<file path="src/rtl/branch_resolve_if.sv">
// rtl/branch_resolve_if.sv - upstream/downstream/redirect signal bundle for branch_resolve
interface branch_resolve_if;
    logic        in_valid;
    logic        in_ready;
    logic [31:0] in_pc;
    logic        is_branch;
    logic [2:0]  funct3;
    logic        imm12;
    logic        imm11;
    logic [5:0]  imm10_5;
    logic [3:0]  imm4_1;
    logic [31:0] rs1_val;
    logic [31:0] rs2_val;

    logic        out_valid;
    logic        out_ready;
    logic [31:0] out_pc;
    logic        out_taken;
    logic [31:0] out_target;
    logic        out_misaligned;
    logic        out_illegal;

    logic        redirect_valid;
    logic [31:0] redirect_pc;
    logic        squash;

    modport slave (
        input  in_valid, in_pc, is_branch, funct3, imm12, imm11, imm10_5, imm4_1,
               rs1_val, rs2_val, out_ready,
        output in_ready, out_valid, out_pc, out_taken, out_target, out_misaligned,
               out_illegal, redirect_valid, redirect_pc, squash
    );

    modport master (
        output in_valid, in_pc, is_branch, funct3, imm12, imm11, imm10_5, imm4_1,
               rs1_val, rs2_val, out_ready,
        input  in_ready, out_valid, out_pc, out_taken, out_target, out_misaligned,
               out_illegal, redirect_valid, redirect_pc, squash
    );
endinterface

</file>
<file path="src/rtl/branch_resolve.sv">
// rtl/branch_resolve.sv - B-type branch evaluation with registered result and fetch redirect/squash
module branch_resolve #(
    parameter int unsigned SQUASH_CYCLES = 2
) (
    input  logic            clk,
    input  logic            rst_n,
    branch_resolve_if.slave bus
);
    localparam logic [3:0] SQ_LOAD = 4'(SQUASH_CYCLES);

    typedef enum logic {RUN, SQUASH} state_t;

    state_t      state_q;
    logic [3:0]  cnt_q;
    logic        out_valid_q;
    logic [31:0] out_pc_q;
    logic        out_taken_q;
    logic [31:0] out_target_q;
    logic        out_misaligned_q;
    logic        out_illegal_q;
    logic        redirect_valid_q;
    logic [31:0] redirect_pc_q;
    logic        squash_q;

    logic [31:0] imm_ext;
    logic [31:0] br_target;
    logic [31:0] seq_pc;
    logic        cond_true;
    logic        bad_funct3;
    logic        taken;
    logic        illegal;
    logic        misaligned;
    logic [31:0] next_target;
    logic        in_ready;
    logic        accept;
    logic        redirect;

    assign imm_ext   = {{19{bus.imm12}}, bus.imm12, bus.imm11, bus.imm10_5, bus.imm4_1, 1'b0};
    assign br_target = bus.in_pc + imm_ext;
    assign seq_pc    = bus.in_pc + 32'd4;

    always_comb begin
        cond_true  = 1'b0;
        bad_funct3 = 1'b0;
        case (bus.funct3)
            3'b000:  cond_true = (bus.rs1_val == bus.rs2_val);
            3'b001:  cond_true = (bus.rs1_val != bus.rs2_val);
            3'b100:  cond_true = ($signed(bus.rs1_val) <  $signed(bus.rs2_val));
            3'b101:  cond_true = ($signed(bus.rs1_val) >= $signed(bus.rs2_val));
            3'b110:  cond_true = (bus.rs1_val <  bus.rs2_val);
            3'b111:  cond_true = (bus.rs1_val >= bus.rs2_val);
            default: bad_funct3 = 1'b1;
        endcase
    end

    assign taken       = bus.is_branch && cond_true;
    assign illegal     = bus.is_branch && bad_funct3;
    assign misaligned  = taken && br_target[1];
    assign next_target = taken ? br_target : seq_pc;

    // During squash everything upstream is swallowed, so backpressure is irrelevant.
    assign in_ready = (state_q == SQUASH) ? 1'b1 : (!out_valid_q || bus.out_ready);
    assign accept   = bus.in_valid && in_ready;
    assign redirect = accept && (state_q == RUN) && taken && !br_target[1];

    always_ff @(posedge clk or negedge rst_n) begin
        if (!rst_n) begin
            state_q          <= RUN;
            cnt_q            <= 4'd0;
            out_valid_q      <= 1'b0;
            out_pc_q         <= 32'd0;
            out_taken_q      <= 1'b0;
            out_target_q     <= 32'd0;
            out_misaligned_q <= 1'b0;
            out_illegal_q    <= 1'b0;
            redirect_valid_q <= 1'b0;
            redirect_pc_q    <= 32'd0;
            squash_q         <= 1'b0;
        end else begin
            redirect_valid_q <= 1'b0;
            case (state_q)
                RUN: begin
                    if (accept) begin
                        out_valid_q      <= 1'b1;
                        out_pc_q         <= bus.in_pc;
                        out_taken_q      <= taken;
                        out_target_q     <= next_target;
                        out_misaligned_q <= misaligned;
                        out_illegal_q    <= illegal;
                        if (redirect) begin
                            state_q          <= SQUASH;
                            cnt_q            <= SQ_LOAD;
                            squash_q         <= 1'b1;
                            redirect_valid_q <= 1'b1;
                            redirect_pc_q    <= br_target;
                        end
                    end else if (bus.out_ready) begin
                        out_valid_q <= 1'b0;
                    end
                end
                SQUASH: begin
                    cnt_q <= cnt_q - 4'd1;
                    if (bus.out_ready) begin
                        out_valid_q <= 1'b0;
                    end
                    if (cnt_q == 4'd1) begin
                        state_q  <= RUN;
                        squash_q <= 1'b0;
                    end
                end
                default: begin
                    state_q  <= RUN;
                    squash_q <= 1'b0;
                end
            endcase
        end
    end

    assign bus.in_ready       = in_ready;
    assign bus.out_valid      = out_valid_q;
    assign bus.out_pc         = out_pc_q;
    assign bus.out_taken      = out_taken_q;
    assign bus.out_target     = out_target_q;
    assign bus.out_misaligned = out_misaligned_q;
    assign bus.out_illegal    = out_illegal_q;
    assign bus.redirect_valid = redirect_valid_q;
    assign bus.redirect_pc    = redirect_pc_q;
    assign bus.squash         = squash_q;
endmodule

</file>
<file path="src/flat_wrapper.sv">
// flat-port wrapper written by rule: the top's interface ports become plain ports
module branch_resolve_flat 
#(
    parameter int unsigned SQUASH_CYCLES = 2
)
  (clk, rst_n, bus_in_valid, bus_in_pc, bus_is_branch, bus_funct3, bus_imm12, bus_imm11, bus_imm10_5, bus_imm4_1, bus_rs1_val, bus_rs2_val, bus_out_ready, bus_in_ready, bus_out_valid, bus_out_pc, bus_out_taken, bus_out_target, bus_out_misaligned, bus_out_illegal, bus_redirect_valid, bus_redirect_pc, bus_squash);
  branch_resolve_if bus_i ();
  input  logic clk;
  input  logic rst_n;
  input wire logic [$bits(bus_i.in_valid)-1:0] bus_in_valid;
  input wire logic [$bits(bus_i.in_pc)-1:0] bus_in_pc;
  input wire logic [$bits(bus_i.is_branch)-1:0] bus_is_branch;
  input wire logic [$bits(bus_i.funct3)-1:0] bus_funct3;
  input wire logic [$bits(bus_i.imm12)-1:0] bus_imm12;
  input wire logic [$bits(bus_i.imm11)-1:0] bus_imm11;
  input wire logic [$bits(bus_i.imm10_5)-1:0] bus_imm10_5;
  input wire logic [$bits(bus_i.imm4_1)-1:0] bus_imm4_1;
  input wire logic [$bits(bus_i.rs1_val)-1:0] bus_rs1_val;
  input wire logic [$bits(bus_i.rs2_val)-1:0] bus_rs2_val;
  input wire logic [$bits(bus_i.out_ready)-1:0] bus_out_ready;
  output wire logic [$bits(bus_i.in_ready)-1:0] bus_in_ready;
  output wire logic [$bits(bus_i.out_valid)-1:0] bus_out_valid;
  output wire logic [$bits(bus_i.out_pc)-1:0] bus_out_pc;
  output wire logic [$bits(bus_i.out_taken)-1:0] bus_out_taken;
  output wire logic [$bits(bus_i.out_target)-1:0] bus_out_target;
  output wire logic [$bits(bus_i.out_misaligned)-1:0] bus_out_misaligned;
  output wire logic [$bits(bus_i.out_illegal)-1:0] bus_out_illegal;
  output wire logic [$bits(bus_i.redirect_valid)-1:0] bus_redirect_valid;
  output wire logic [$bits(bus_i.redirect_pc)-1:0] bus_redirect_pc;
  output wire logic [$bits(bus_i.squash)-1:0] bus_squash;
  assign bus_i.in_valid = bus_in_valid;
  assign bus_i.in_pc = bus_in_pc;
  assign bus_i.is_branch = bus_is_branch;
  assign bus_i.funct3 = bus_funct3;
  assign bus_i.imm12 = bus_imm12;
  assign bus_i.imm11 = bus_imm11;
  assign bus_i.imm10_5 = bus_imm10_5;
  assign bus_i.imm4_1 = bus_imm4_1;
  assign bus_i.rs1_val = bus_rs1_val;
  assign bus_i.rs2_val = bus_rs2_val;
  assign bus_i.out_ready = bus_out_ready;
  assign bus_in_ready = bus_i.in_ready;
  assign bus_out_valid = bus_i.out_valid;
  assign bus_out_pc = bus_i.out_pc;
  assign bus_out_taken = bus_i.out_taken;
  assign bus_out_target = bus_i.out_target;
  assign bus_out_misaligned = bus_i.out_misaligned;
  assign bus_out_illegal = bus_i.out_illegal;
  assign bus_redirect_valid = bus_i.redirect_valid;
  assign bus_redirect_pc = bus_i.redirect_pc;
  assign bus_squash = bus_i.squash;
  branch_resolve #(.SQUASH_CYCLES(SQUASH_CYCLES)) u_core (.clk(clk), .rst_n(rst_n), .bus(bus_i));
endmodule
</file>
<file path="config.mk">
export PLATFORM = sky130hd
export DESIGN_NAME = branch_resolve_flat
export DESIGN_NICKNAME = d
export VERILOG_FILES = /design/src/rtl/branch_resolve_if.sv /design/src/rtl/branch_resolve.sv /design/src/flat_wrapper.sv
export SDC_FILE = /design/constraint.sdc
export NUM_CORES = 1
export LEC_CHECK = 0
export ABC_AREA = 1
export CORE_ASPECT_RATIO = 2
export CORE_MARGIN = 2
export CORE_UTILIZATION = 45
export CTS_BUF_LIST = sky130_fd_sc_hd__clkbuf_2
export DETAILED_ROUTE_END_ITERATION = 16
export GPL_ROUTABILITY_DRIVEN = 0
export PLACE_DENSITY = 0.76
export SLEW_MARGIN = 20
export SYNTH_ARGS = -nofsm -noshare
export SYNTH_HDL_FRONTEND = slang
export SYNTH_SLANG_ARGS = --single-unit
</file>
<file path="constraint.sdc">
create_clock -name clk -period 3.7 [get_ports clk]
set_input_delay 0.37 -clock clk [delete_from_list [all_inputs] [get_ports clk]]
set_output_delay 0.37 -clock clk [all_outputs]
set_load 0.05 [all_outputs]
</file>
==> results.cfg <==
[timing]
max-slew-margin-rel = 0.3954
rsz0062_at_grt = no
finalSetupViolCount = 0
min_period_over_period = 0.7507
fin_crit_ns = 2.778
fin_worst_skew_ns = 0.02422
hold_viol_final = 0
fin_setup_tns_ns = 0
worst_slack_ns = 0.9225
finalMaxSlewViolations = 0
fmax_mhz = 360.0
worst_slew_pin_slew_ns = 0.9069

[logic_synthesis]
synth_nets = 1238
ys_ff_latch = 106
yosysWarnings = 0
synth_seq_area_share = 0.3466
synthCells = 1056
synth_area_um2 = 7652
synth_edf_count = 0
post_synth_num_cell_types = 42
synth_area_per_cell_um2 = 7.247
ys.flop_type = dfrtp_1
synthArstFlopShare = 1.000

[route]
num_vias = 7927
drt_iter0_drc = 477
avgRoutedWirePerCell_um = 17.06
viasPerCell = 5.363
wl_met3_mm = 1.480
drt-pass1-iter-count = 5
met2WireLength_mm = 13.32
ant_nets = 0
wl_mm = 25.22
wl_met1_mm = 8.965
highest_layer = met4
route.detailed.drc = 0

[global_route]
first_global_vias = 7749
grt_pass1_wl_mm = 38.83
grt_max_degree = 98
grt_usage = 0.2785
grt_antenna_before_repair = 1
overflow = 0

[floorplan]
fp.dieArea_um2 = 18130
core_area_um2 = 16680
rows = 67
io_pins = 219
die_h_um = 188.4
initial_core_util = 0.4587
die_w_um = 96.21

[clocking]
root_buffer = clkbuf_2
cts_num_sinks = 106
clk_pin_slew_worst_paths_ns = 0.29
post_cts_buffers = 0
clkLatencyLatePin_ns = 0.62
cts_tree = built
cts.path.max_buffers = 2
numCtsBuffers = 9
htree_levels = 3

[worst_setup_path]
start_kind = primary input
crit_path_end_kind = flip-flop
path_class = in -> reg
cp_max_fo = 11
worstPathArrival_ns = 3.32
crit_required_ns = 4.24

[finish]
area_delta_synth_final_pct = 33.06
drive_gt1_frac = 0.04094
nets = 1447

[pwr]
p_leak_nw = 5.036
ir_drop_mv = 0.4442
powerDensity_nw_per_um2 = 705.0

[status]
status = complete, no violations

[placed_design]
io_buffers = 218
dp_slack_ns = 0.2953
dp_hpwl_mm = 20.27

[min_path]
hp-class = in -> reg

[flow_run]
maxCapViolCount = 0
## layer usage
layer | vias to the layer above | track usage
li1 | 3882 | -
met3 | 95 | 0.03399
met1 | 3634 | 0.2968
met4 | 0 | 0.1495
met5 | - | 0
met2 | 316 | 0.5107
## repair_timing
| item | CTS | global route |
|---|---|---|
| hold buffers | 1 | 0 |
| hold endpoints to repair | 58 | 0 |
| resized for setup | 0 | 0 |
## worst max-delay path: stages
cell             delay (ns)
clkdlybuf4s50_1        0.63
buf_4                  0.31
ha_1                   0.36
nand2_1                0.13
nor2_1                 0.12
inv_1                  0.06
nor3_1                 0.37
nand3_1                0.17
nand2_1                0.17
nand2_1                0.07
nand2_1                0.07
xnor2_1                0.21
nand3_1                0.12
nand2_1                0.09
o21ai_1                0.06
## registers in the layout (all words and copies together), names as in the netlist
name and flops:
u_core.state_q 1, u_core.cnt_q 4, u_core.bus.redirect_valid 1, u_core.bus.out_misaligned 1, u_core.bus.out_valid 1, u_core.bus.out_taken 1, u_core.bus.out_illegal 1, u_core.bus.out_pc 31
u_core.bus.redirect_pc 32, u_core.bus.out_target 32, u_core.bus.squash 1
## through the flow
step           cells  hold slack (ns)  utilization  cell area (um2)  power [mW]
2_1_floorplan   1056          0.07441            -             7652       4.910
3_3_place_gp    1460           0.4601       0.6016            10040       6.559
3_5_place_dp    1460           0.4646       0.6016            10040       6.609
4_1_cts         1477           0.2762       0.6102            10180       7.213
5_1_grt         1478           0.2623       0.6104            10180       7.565
6_report        1478           0.2874       0.6104            10180       7.179
## area by class of cell
| class | instances | area [um2] |
|---|---|---|
| Sequential cell | 106 | 2653 |
| Fill cell | 1546 | 6500 |
| Clock buffer | 9 | 45.04 |
| Timing Repair Buffer | 229 | 2277 |
| Clock inverter | 7 | 88.84 |
| Tap cell | 207 | 259.0 |
| Inverter | 127 | 476.7 |
| Multi-Input combinational cell | 792 | 4380 |
| Antenna cell | 1 | 2.502 |
## power breakdown
group	internal, mW	switching [mW]	total (mW)
clock	0.169	0.438	0.606
combinational	1.45	3.06	4.51
sequential	1.70	0.368	2.06
## layout by cell type, fill, tap and decap left out, drive strengths merged, types with 10 or more instances in the layout
cell and count:
nand3 94, ha 65, a21oi 51, nor4 10
nand4 16, o21ai 92, nor3 19, buf 11
nand2 315, inv 129, nor2 55, xnor2 20
xor2 23, dfrtp 106, clkdlybuf4s50 217
## synthesized netlist by cell type (4+ instances only)
library cell	number	share of area
a21o_1	6	0.0059
a21oi_1	50	0.033
buf_1	5	0.0025
buf_2	8	0.0052
buf_6	4	0.0059
clkbuf_1	12	0.0059
dfrtp_1	106	0.35
ha_1	65	0.11
inv_1	124	0.061
nand2_1	314	0.15
nand3_1	90	0.059
nand4_1	15	0.012
nor2_1	49	0.024
nor2_2	5	0.0041
nor3_1	16	0.010
nor4_1	9	0.0074
o21a_1	4	0.0039
o21ai_0	67	0.044
o21ai_1	25	0.016
o21bai_1	5	0.0049
or2_2	4	0.0033
xnor2_1	20	0.023
xor2_1	23	0.026
## path summary, 6_finish.rpt
kind | to | depth (start not counted) | startpoint | slack (ns)
worst max-delay path | u_core.bus.out_target[26] | 15 | bus_imm12 | 0.92
max in group asynchronous | u_core.bus.out_target[18] | 3 | rst_n | 2.52
worst min register to register | u_core.bus.redirect_pc[12] | 2 | u_core.bus.redirect_pc[12] | 0.52
worst min-delay path | u_core.bus.redirect_pc[0] | 3 | bus_in_pc[0] | 0.29
min in group asynchronous | u_core.bus.out_target[28] | 2 | rst_n | 0.31
worst max register to register | u_core.bus.redirect_pc[21] | 7 | u_core.state_q | 1.72
## logic make-up after synthesis
| group | after synthesis | synth area share |
|---|---|---|
| AOI/OAI and AO/OA | 165 | 0.1158 |
| xor gates and xnor gates | 43 | 0.04922 |
| adders and majority gates | 66 | 0.1089 |
| buffers and inverters | 158 | 0.08371 |
| DFF | 106 | 0.3466 |
| and+or+nand+nor | 518 | 0.2958 |
Power figures use the tool's default switching activity.
